File: src/rtl/cfs_apb_reg_slave_if.sv
// APB bus bundle between a requester (master) and the cfs_apb_reg_slave completer.
// Clock and reset are carried as plain ports on the attached modules.
interface cfs_apb_reg_slave_if #(
    parameter int unsigned ADDR_WIDTH = 16,
    parameter int unsigned DATA_WIDTH = 32
) ();

    logic [ADDR_WIDTH-1:0] paddr;
    logic                  pwrite;
    logic                  psel;
    logic                  penable;
    logic [DATA_WIDTH-1:0] pwdata;
    logic [DATA_WIDTH-1:0] prdata;
    logic                  pready;
    logic                  pslverr;

    modport master (
        output paddr,
        output pwrite,
        output psel,
        output penable,
        output pwdata,
        input  prdata,
        input  pready,
        input  pslverr
    );

    modport slave (
        input  paddr,
        input  pwrite,
        input  psel,
        input  penable,
        input  pwdata,
        output prdata,
        output pready,
        output pslverr
    );

endinterface

File: src/rtl/cfs_apb_reg_slave.sv
// APB completer with a four-word register bank (CTRL, STATUS, SCRATCH, ID),
// programmable access-phase wait states and pslverr for bad or read-only accesses.
module cfs_apb_reg_slave #(
    parameter int unsigned          ADDR_WIDTH  = 16,
    parameter int unsigned          DATA_WIDTH  = 32,
    parameter int unsigned          WAIT_CYCLES = 0,
    parameter logic [DATA_WIDTH-1:0] ID_VALUE   = 32'hCF5A_0001
) (
    input  logic                  pclk,
    input  logic                  preset,
    cfs_apb_reg_slave_if.slave    apb,
    output logic [DATA_WIDTH-1:0] ctrl_o
);

    localparam logic [3:0]  WaitMax = 4'(WAIT_CYCLES);
    localparam logic [15:0] CntMax  = 16'hFFFF;

    localparam logic [1:0] IdxCtrl    = 2'd0;
    localparam logic [1:0] IdxStatus  = 2'd1;
    localparam logic [1:0] IdxScratch = 2'd2;
    localparam logic [1:0] IdxId      = 2'd3;

    typedef enum logic [0:0] {
        StIdle,
        StAccess
    } state_e;

    state_e                state_q, state_d;
    logic [3:0]            wait_cnt_q, wait_cnt_d;
    logic [DATA_WIDTH-1:0] ctrl_q, ctrl_d;
    logic [DATA_WIDTH-1:0] scratch_q, scratch_d;
    logic [15:0]           wr_cnt_q, wr_cnt_d;
    logic [15:0]           err_cnt_q, err_cnt_d;

    logic [1:0]            reg_idx;
    logic                  addr_lo_err;
    logic                  addr_hi_err;
    logic                  ro_err;
    logic                  access_err;
    logic                  complete;
    logic [DATA_WIDTH-1:0] rd_val;

    // Address decode and error classification work on the live bus inputs.
    assign reg_idx     = apb.paddr[3:2];
    assign addr_lo_err = apb.paddr[1:0] != 2'b00;
    assign addr_hi_err = apb.paddr[ADDR_WIDTH-1:4] != '0;
    assign ro_err      = apb.pwrite && ((reg_idx == IdxStatus) || (reg_idx == IdxId));
    assign access_err  = addr_lo_err || addr_hi_err || ro_err;

    assign complete = (state_q == StAccess) && apb.psel && (wait_cnt_q == WaitMax);

    always_comb begin
        rd_val = '0;
        unique case (reg_idx)
            IdxCtrl:    rd_val = ctrl_q;
            IdxStatus:  rd_val = {wr_cnt_q, err_cnt_q};
            IdxScratch: rd_val = scratch_q;
            IdxId:      rd_val = ID_VALUE;
            default:    rd_val = '0;
        endcase
    end

    assign apb.pready  = complete;
    assign apb.pslverr = complete && access_err;
    assign apb.prdata  = (complete && !access_err && !apb.pwrite) ? rd_val : '0;
    assign ctrl_o      = ctrl_q;

    always_comb begin
        state_d    = state_q;
        wait_cnt_d = wait_cnt_q;
        ctrl_d     = ctrl_q;
        scratch_d  = scratch_q;
        wr_cnt_d   = wr_cnt_q;
        err_cnt_d  = err_cnt_q;

        unique case (state_q)
            StIdle: begin
                // An access phase with no preceding setup phase is ignored.
                if (apb.psel && !apb.penable) begin
                    state_d    = StAccess;
                    wait_cnt_d = 4'd0;
                end
            end
            StAccess: begin
                if (!apb.psel) begin
                    state_d    = StIdle;
                    wait_cnt_d = 4'd0;
                end else if (wait_cnt_q < WaitMax) begin
                    wait_cnt_d = wait_cnt_q + 4'd1;
                end else begin
                    state_d    = StIdle;
                    wait_cnt_d = 4'd0;
                    if (access_err) begin
                        if (err_cnt_q != CntMax) begin
                            err_cnt_d = err_cnt_q + 16'd1;
                        end
                    end else if (apb.pwrite) begin
                        if (wr_cnt_q != CntMax) begin
                            wr_cnt_d = wr_cnt_q + 16'd1;
                        end
                        if (reg_idx == IdxCtrl) begin
                            ctrl_d = apb.pwdata;
                        end
                        if (reg_idx == IdxScratch) begin
                            scratch_d = apb.pwdata;
                        end
                    end
                end
            end
            default: begin
                state_d    = StIdle;
                wait_cnt_d = 4'd0;
            end
        endcase
    end

    always_ff @(posedge pclk) begin
        if (preset) begin
            state_q    <= StIdle;
            wait_cnt_q <= 4'd0;
            ctrl_q     <= '0;
            scratch_q  <= '0;
            wr_cnt_q   <= 16'd0;
            err_cnt_q  <= 16'd0;
        end else begin
            state_q    <= state_d;
            wait_cnt_q <= wait_cnt_d;
            ctrl_q     <= ctrl_d;
            scratch_q  <= scratch_d;
            wr_cnt_q   <= wr_cnt_d;
            err_cnt_q  <= err_cnt_d;
        end
    end

endmodule

File: src/flat_wrapper.sv
// flat-port wrapper written by rule: the top's interface ports become plain ports
module cfs_apb_reg_slave_flat 
#(
    parameter int unsigned          ADDR_WIDTH  = 16,
    parameter int unsigned          DATA_WIDTH  = 32,
    parameter int unsigned          WAIT_CYCLES = 0,
    parameter logic [DATA_WIDTH-1:0] ID_VALUE   = 32'hCF5A_0001
)
  (pclk, preset, ctrl_o, apb_paddr, apb_pwrite, apb_psel, apb_penable, apb_pwdata, apb_prdata, apb_pready, apb_pslverr);
  cfs_apb_reg_slave_if #(.ADDR_WIDTH(ADDR_WIDTH), .DATA_WIDTH(DATA_WIDTH)) apb_i ();
  input  logic pclk;
  input  logic preset;
  output logic [DATA_WIDTH-1:0] ctrl_o;
  input wire logic [$bits(apb_i.paddr)-1:0] apb_paddr;
  input wire logic [$bits(apb_i.pwrite)-1:0] apb_pwrite;
  input wire logic [$bits(apb_i.psel)-1:0] apb_psel;
  input wire logic [$bits(apb_i.penable)-1:0] apb_penable;
  input wire logic [$bits(apb_i.pwdata)-1:0] apb_pwdata;
  output wire logic [$bits(apb_i.prdata)-1:0] apb_prdata;
  output wire logic [$bits(apb_i.pready)-1:0] apb_pready;
  output wire logic [$bits(apb_i.pslverr)-1:0] apb_pslverr;
  assign apb_i.paddr = apb_paddr;
  assign apb_i.pwrite = apb_pwrite;
  assign apb_i.psel = apb_psel;
  assign apb_i.penable = apb_penable;
  assign apb_i.pwdata = apb_pwdata;
  assign apb_prdata = apb_i.prdata;
  assign apb_pready = apb_i.pready;
  assign apb_pslverr = apb_i.pslverr;
  cfs_apb_reg_slave #(.ADDR_WIDTH(ADDR_WIDTH), .DATA_WIDTH(DATA_WIDTH), .WAIT_CYCLES(WAIT_CYCLES), .ID_VALUE(ID_VALUE)) u_core (.pclk(pclk), .preset(preset), .apb(apb_i), .ctrl_o(ctrl_o));
endmodule
File: config.mk
export PLATFORM = sky130hd
export DESIGN_NAME = cfs_apb_reg_slave_flat
export DESIGN_NICKNAME = d
export VERILOG_FILES = /design/src/rtl/cfs_apb_reg_slave_if.sv /design/src/rtl/cfs_apb_reg_slave.sv /design/src/flat_wrapper.sv
export SDC_FILE = /design/constraint.sdc
export NUM_CORES = 1
export LEC_CHECK = 0
export BUFFER_PORTS_ARGS = -buffer_cell sky130_fd_sc_hd__clkbuf_2
export CELL_PAD_IN_SITES_DETAIL_PLACEMENT = 1
export CELL_PAD_IN_SITES_GLOBAL_PLACEMENT = 1
export CORE_UTILIZATION = 30
export DETAILED_ROUTE_END_ITERATION = 8
export PLACE_DENSITY_LB_ADDON = 0.12
export SYNTH_ARGS = -nofsm -noshare
export SYNTH_HDL_FRONTEND = slang
export SYNTH_SLANG_ARGS = --single-unit
File: constraint.sdc
create_clock -name pclk -period 2.7 [get_ports pclk]
set_clock_uncertainty 0.15 [all_clocks]
set_input_delay 0.135 -clock pclk [delete_from_list [all_inputs] [get_ports pclk]]
set_output_delay 0.135 -clock pclk [all_outputs]
set_load 0.05 [all_outputs]
* After elaboration in Yosys (flattened, before gate mapping)
Index checks and enable logic that the tools add are counted.
** Word-level totals
- Register bits :: 101
- Memory bits (read-only) :: 0
- Word-level logic and storage cells :: 50
- RAM bits :: 0
- Output and inout bits :: 66
- Memories kept :: 0
- Latch bits :: 0
- Input bits :: 53
** Operators by class
- Bitwise operators :: 3
- Div/mod/pow operators :: 0
- Shift-type cells :: 0
- Add/sub/neg operators :: 3
- Muxes and demuxes :: 10
- Eq/ne operators :: 6
- Reductions and logical operators :: 21
- $lt $le $gt $ge :: 1
- Multiply operators :: 0
** Operator list (number)
- 32-bit one-hot mux with 4 select lines :: 1
- 16-bit by 1-bit adder with 16-bit output, second input constant :: 2
- 32-bit 2-to-1 mux :: 1
- 16-bit != test, second input constant :: 2
- 6-bit AND reduction :: 3
- 4-bit 2-to-1 mux :: 3
- 12-bit nonzero test :: 1
- 4-bit one-hot mux with 2 select lines :: 1
- 1-bit logical AND :: 7
- 5-bit AND reduction :: 1
- 4-bit by 1-bit adder with 4-bit output, second input constant :: 1
- 2-bit equality test, second input constant :: 2
- 4-bit logical NOT :: 1
- 4-bit by 1-bit < comparator with 1-bit output, second input constant :: 1
- 1-bit logical NOT :: 3
- 1-bit logical OR :: 3
- 1-bit 2-to-1 mux :: 3
- 1-bit NOT :: 3
- 2-bit by 1-bit equality test with 1-bit output, second input constant :: 1
- 2-bit logical NOT :: 1
- 2-bit by 1-bit != test with 1-bit output, second input constant :: 1
- 1-bit one-hot mux with 2 select lines :: 1
- 2-bit nonzero test :: 1

* Logic depth before layout (Yosys ltp)
- Depth after elaboration :: 8
- Gate-level depth with buffers :: 8
- Mapped depth without buffers :: 6

* Least setup slack after synthesis
OpenSTA, ideal clock, no wires.
- Path kind :: reg2out
- Start point :: register u_core.state_q
- End point :: output port apb_prdata[10]
- Path buffers :: 1
- Cell stages (with the launch flop) :: 6
- Arrival time :: 1.924 ns
- Required time :: 2.415 ns
- Path slack :: 0.491 ns
- Path through :: dfxtp_1 -> nand2_1 -> inv_1 -> nand3_1 -> clkbuf_1 -> nor2_1
** On the way
- Longest elaborated chain between the ends :: 5
** Ends and longest elaborated chain
- from (decl) :: line cfs_apb_reg_slave.sv:28 : state_e state_q, state_d;
- from (signal assigned) :: line cfs_apb_reg_slave.sv:119 : state_q <= StIdle;
- from (signal assigned) :: line cfs_apb_reg_slave.sv:126 : state_q <= state_d;
- 1-bit logical AND (2 in a row) :: line cfs_apb_reg_slave.sv:50 : assign complete = (state_q == StAccess) && apb.psel && (wait_cnt_q == WaitMax);
- via apb_pready :: line flat_wrapper.sv:20 : output wire logic [$bits(apb_i.pready)-1:0] apb_pready;
- 1-bit logical AND (2 in a row) :: line cfs_apb_reg_slave.sv:65 : assign apb.prdata = (complete && !access_err && !apb.pwrite) ? rd_val : '0;
- 32-bit 2-to-1 mux :: line cfs_apb_reg_slave.sv:65
- to (decl) :: line flat_wrapper.sv:19 : output wire logic [$bits(apb_i.prdata)-1:0] apb_prdata;
The timed path passes the listed nets, and every way through them passes these cells.

* Final worst setup path
- Start point :: register u_core.err_cnt_q[0]
- End point :: register u_core.err_cnt_q[6]
** On the way
- Longest elaborated chain between the ends :: 2
- Elaborated cells between the ends (all ways) :: 3
- Those cells by class :: add/sub (1); eq/ne (1); reduce/logical (1)
** Ends and longest elaborated chain
- from (decl) :: line cfs_apb_reg_slave.sv:33 : logic [15:0] err_cnt_q, err_cnt_d;
- from (signal assigned) :: line cfs_apb_reg_slave.sv:131 : err_cnt_q <= err_cnt_d;
- parallel branches: the longest is 2 deep, another holds 16-bit by 1-bit adder with 16-bit output
Several ways; the timed one is not identified.
A chain may end at the register's enable or synchronous reset.

==> metrics.txt <==
crit-path max FO=10; clk root buf=clkbuf_16; Cells after Synth=605; Pwr Density=around 450 mW/mm2; Clock Tree Buf Depth=2; FP Rows=44; die footprint=0.0159 mm2; Ys Warns=0; vias in the first global route=4858; clk_lat worst skew=0.35 ns; Worst R2R Start=u_core.err_cnt_q[0]$_SDFFE_PP0P_; CP Data Required Time=2.77 ns; internal power=about 2200 uW; Slew Viols, Final=0; synthesized area per cell=around 7.6 um2; Worst-Margin Slew=between 0.7 and 0.8 ns; CTS tree=yes; DRC=0; Final Non-Filler Cells=928; IO Count=119; net switching power=703 uW; post-DR wirelength/cell=17.5 um; Synth cell types=38; start point of the critical path=u_core.err_cnt_q[0]$_SDFFE_PP0P_; initial antenna violation count=0; share of cells above drive strength 1=22.2%; global placer's final weighted congestion=0.799; largest net degree at the start of global routing=43; Sw Share=23.8%; core area=between 0.01 and 0.015 mm2; Post-DRT Antenna Nets=0; H-Tree Depth=3; area growth from synthesis to layout=41.4%; Initial Util=31.2%; global-route wire length before repair=around 26000 um; fmax=411 MHz; Synth Flop Type=dfxtp_1; GRT Total Usage=21.2%; ordered list of cells on the worst path=ha_1, nand3_1, or3_1, o21ai_0, or4_1, a21oi_1; Filler cells=1789; DPL Wire Length=between 10000 and 15000 um; register area=0.00194 mm2; Port-buffer cells=118; outcome=complete, no violations; Power Total=2950 uW; VDD IR max=0.000279 V; router iterations before antenna repair=4; ant diodes=0; Post-Route WL=around 16000 um; nets=around 790; Seq pwr share=approximately 49%; CP max stage cell=or3_1; largest stage delay on the critical path=0.53 ns; Setup Viol. Count Final=0; Clock Sinks=97; Fin Setup TNS=0 ns; multi-input logic area=approximately 0.0025 mm2; Yosys reg bits=97; total CTS buffers=9; Placed Cells=878; min cycle time layout=around 2.4 ns; routed vias/inst=5.17; Chip Height=126 um; Clock Pin Slew Worst Setup and Hold Paths=roughly 0.07 ns; worst setup margin=about 0.27 ns; arrival time worst endpoint=2.51 ns; slew margin rel.=52.4%; Core Util, Final=44.2%; fin crit share=90.1%; DP Worst Slack=0.315 ns; Die W=126 um; power share of the combinational group=under 10%; total grt overflow=0; startpoint type of the worst setup path=register; sequential cell area fraction in the yosys report=between 40 and 50%; post-CTS setup buffer count=0; worst hold path type=in2reg; final hold viol count=0; P_leak=0.00239 uW; WS Path Type=reg2reg; Crit. End Element=register; Clock power frac=45.1%; mapped cell area=0.00461 mm2; Post-synth EDFFs=0; via count=about 4800; RSZ-0062 raised after global routing=false; worst hold start=preset; initial DRC count=215; ys async rst share=0%; max-cap viol count=0; Post-Syn Nets=660
==> final timing paths <==
path	endpoint	slack, ns	depth (start not counted)
min reg2reg	u_core.scratch_q[17]$_SDFFE_PP0P_	0.30	2
max	u_core.err_cnt_q[6]$_SDFFE_PP0P_	0.27	6
min	u_core.wr_cnt_q[1]$_SDFFE_PP0P_	0.06	2
max reg2reg	u_core.err_cnt_q[6]$_SDFFE_PP0P_	0.27	6
==> critical path: cells and delay by family (launching register included) <==
| family | cells | cell delay (ns) |
|---|---|---|
| simple gates | 3 | 1.01 |
| fa+ha+maj | 1 | 0.20 |
| flops | 1 | 0.41 |
| compound gates | 2 | 0.54 |
==> sequential cells by signal, summed over array words and instances (netlist names) <==
signal and count:
u_core.scratch_q 32, u_core.err_cnt_q 16, u_core.state_q 1, u_core.wr_cnt_q 16
u_core.ctrl_o 32
==> placed cells by master (no fill, tap or decap), drive strengths merged, types with 3 or more instances in the layout <==
master / synthesis / layout
nand2: 138 / 138
a21oi: 102 / 102
dfxtp: 97 / 97
clkbuf: 33 / 94
nor2: 70 / 70
buf: 9 / 46
dlygate4sd3: 0 / 34
mux2i: 22 / 22
or3: 13 / 13
o21ai: 13 / 13
mux2: 12 / 12
nand4: 12 / 12
o22ai: 11 / 11
nand3: 10 / 10
xnor2: 7 / 7
xor2: 7 / 7
and4: 6 / 6
inv: 3 / 6
o2111ai: 5 / 5
nor4: 5 / 5
and3: 4 / 4
or4: 4 / 4
clkinv: 1 / 4
o31ai: 3 / 3
a211oi: 3 / 3
==> power groups by stage <==
stage	logic (uW)	registers [uW]	clock network, uW
final	188	1430	1330
after global routing	204	1430	1420
after CTS	189	1430	1360
after detailed placement	151	1470	0
after global placement	149	1460	0
after floorplan	70.3	1460	0
==> cell type report <==
class | count | area share, %
Tap cell | 184 | 3.53
Clock buffer | 9 | 3.46
Clock inverter | 7 | 1.19
Multi-Input combinational cell | 462 | 38.2
Sequential cell | 97 | 29.8
Inverter | 4 | 0.230
Timing Repair Buffer | 165 | 23.5
==> what timing repair did <==
| item | in CTS | in global routing |
|---|---|---|
| resized for setup | 0 | 0 |
| hold buffers | 34 | 0 |
| endpoints found under the hold margin | 65 | 0 |
==> cells in the mapped netlist, types with 2 or more instances <==
master     number  share of area [%]
and3_1          4               0.54
o2111ai_1       5               0.95
nor4_1          2               0.27
clkbuf_1       33                2.7
dfxtp_1        97                 42
o22ai_1        11                1.5
and4_1          6                1.1
inv_1           3               0.24
or3_1          13                1.8
a2111oi_0       2               0.38
nor2_1         70                5.7
nor4_2          3               0.81
nand4_1        12                1.6
o21ai_0        13                1.4
buf_2           7               0.76
mux2i_1        22                4.8
nand3_1        10                1.1
mux2_2         12                2.9
a211oi_1        2               0.33
xnor2_1         7                1.3
nor2b_1         2               0.27
a21oi_1       102                 11
nand2_1       138                 11
ha_1            2               0.54
nor3_1          2               0.22
o31ai_1         3               0.49
xor2_1          7                1.3
or4_1           4               0.65
buf_1           2               0.16
==> cell families after synthesis <==
family | count (synthesis) | share of synthesized area [%]
adders and majority gates | 2 | 0.543
muxes | 34 | 7.71
buffers and inverters | 46 | 3.94
and+or+nand+nor | 271 | 26.2
xor gates and xnor gates | 14 | 2.66
AOI/OAI and AO/OA | 141 | 16.8
DFF | 97 | 42.1
==> metrics by stage <==
step,cell area [um2],hold slack (ns)
finish,6520,0.0557
global route,6520,0.0808
CTS,6520,0.0476
detailed placement,5870,0.162
global placement,5870,0.154
floorplan,4610,0.0623
==> layer usage <==
metal  routed length [um]  vias to the layer above  track usage (%)
li1                     -                     2359                -
met1                 7710                     2321             29.3
met2                 7830                       99             34.3
met3                  561                       15             3.14
met4                  178                        0             6.09
met5                    0                        -                0
(Power assumes the default switching activity.)
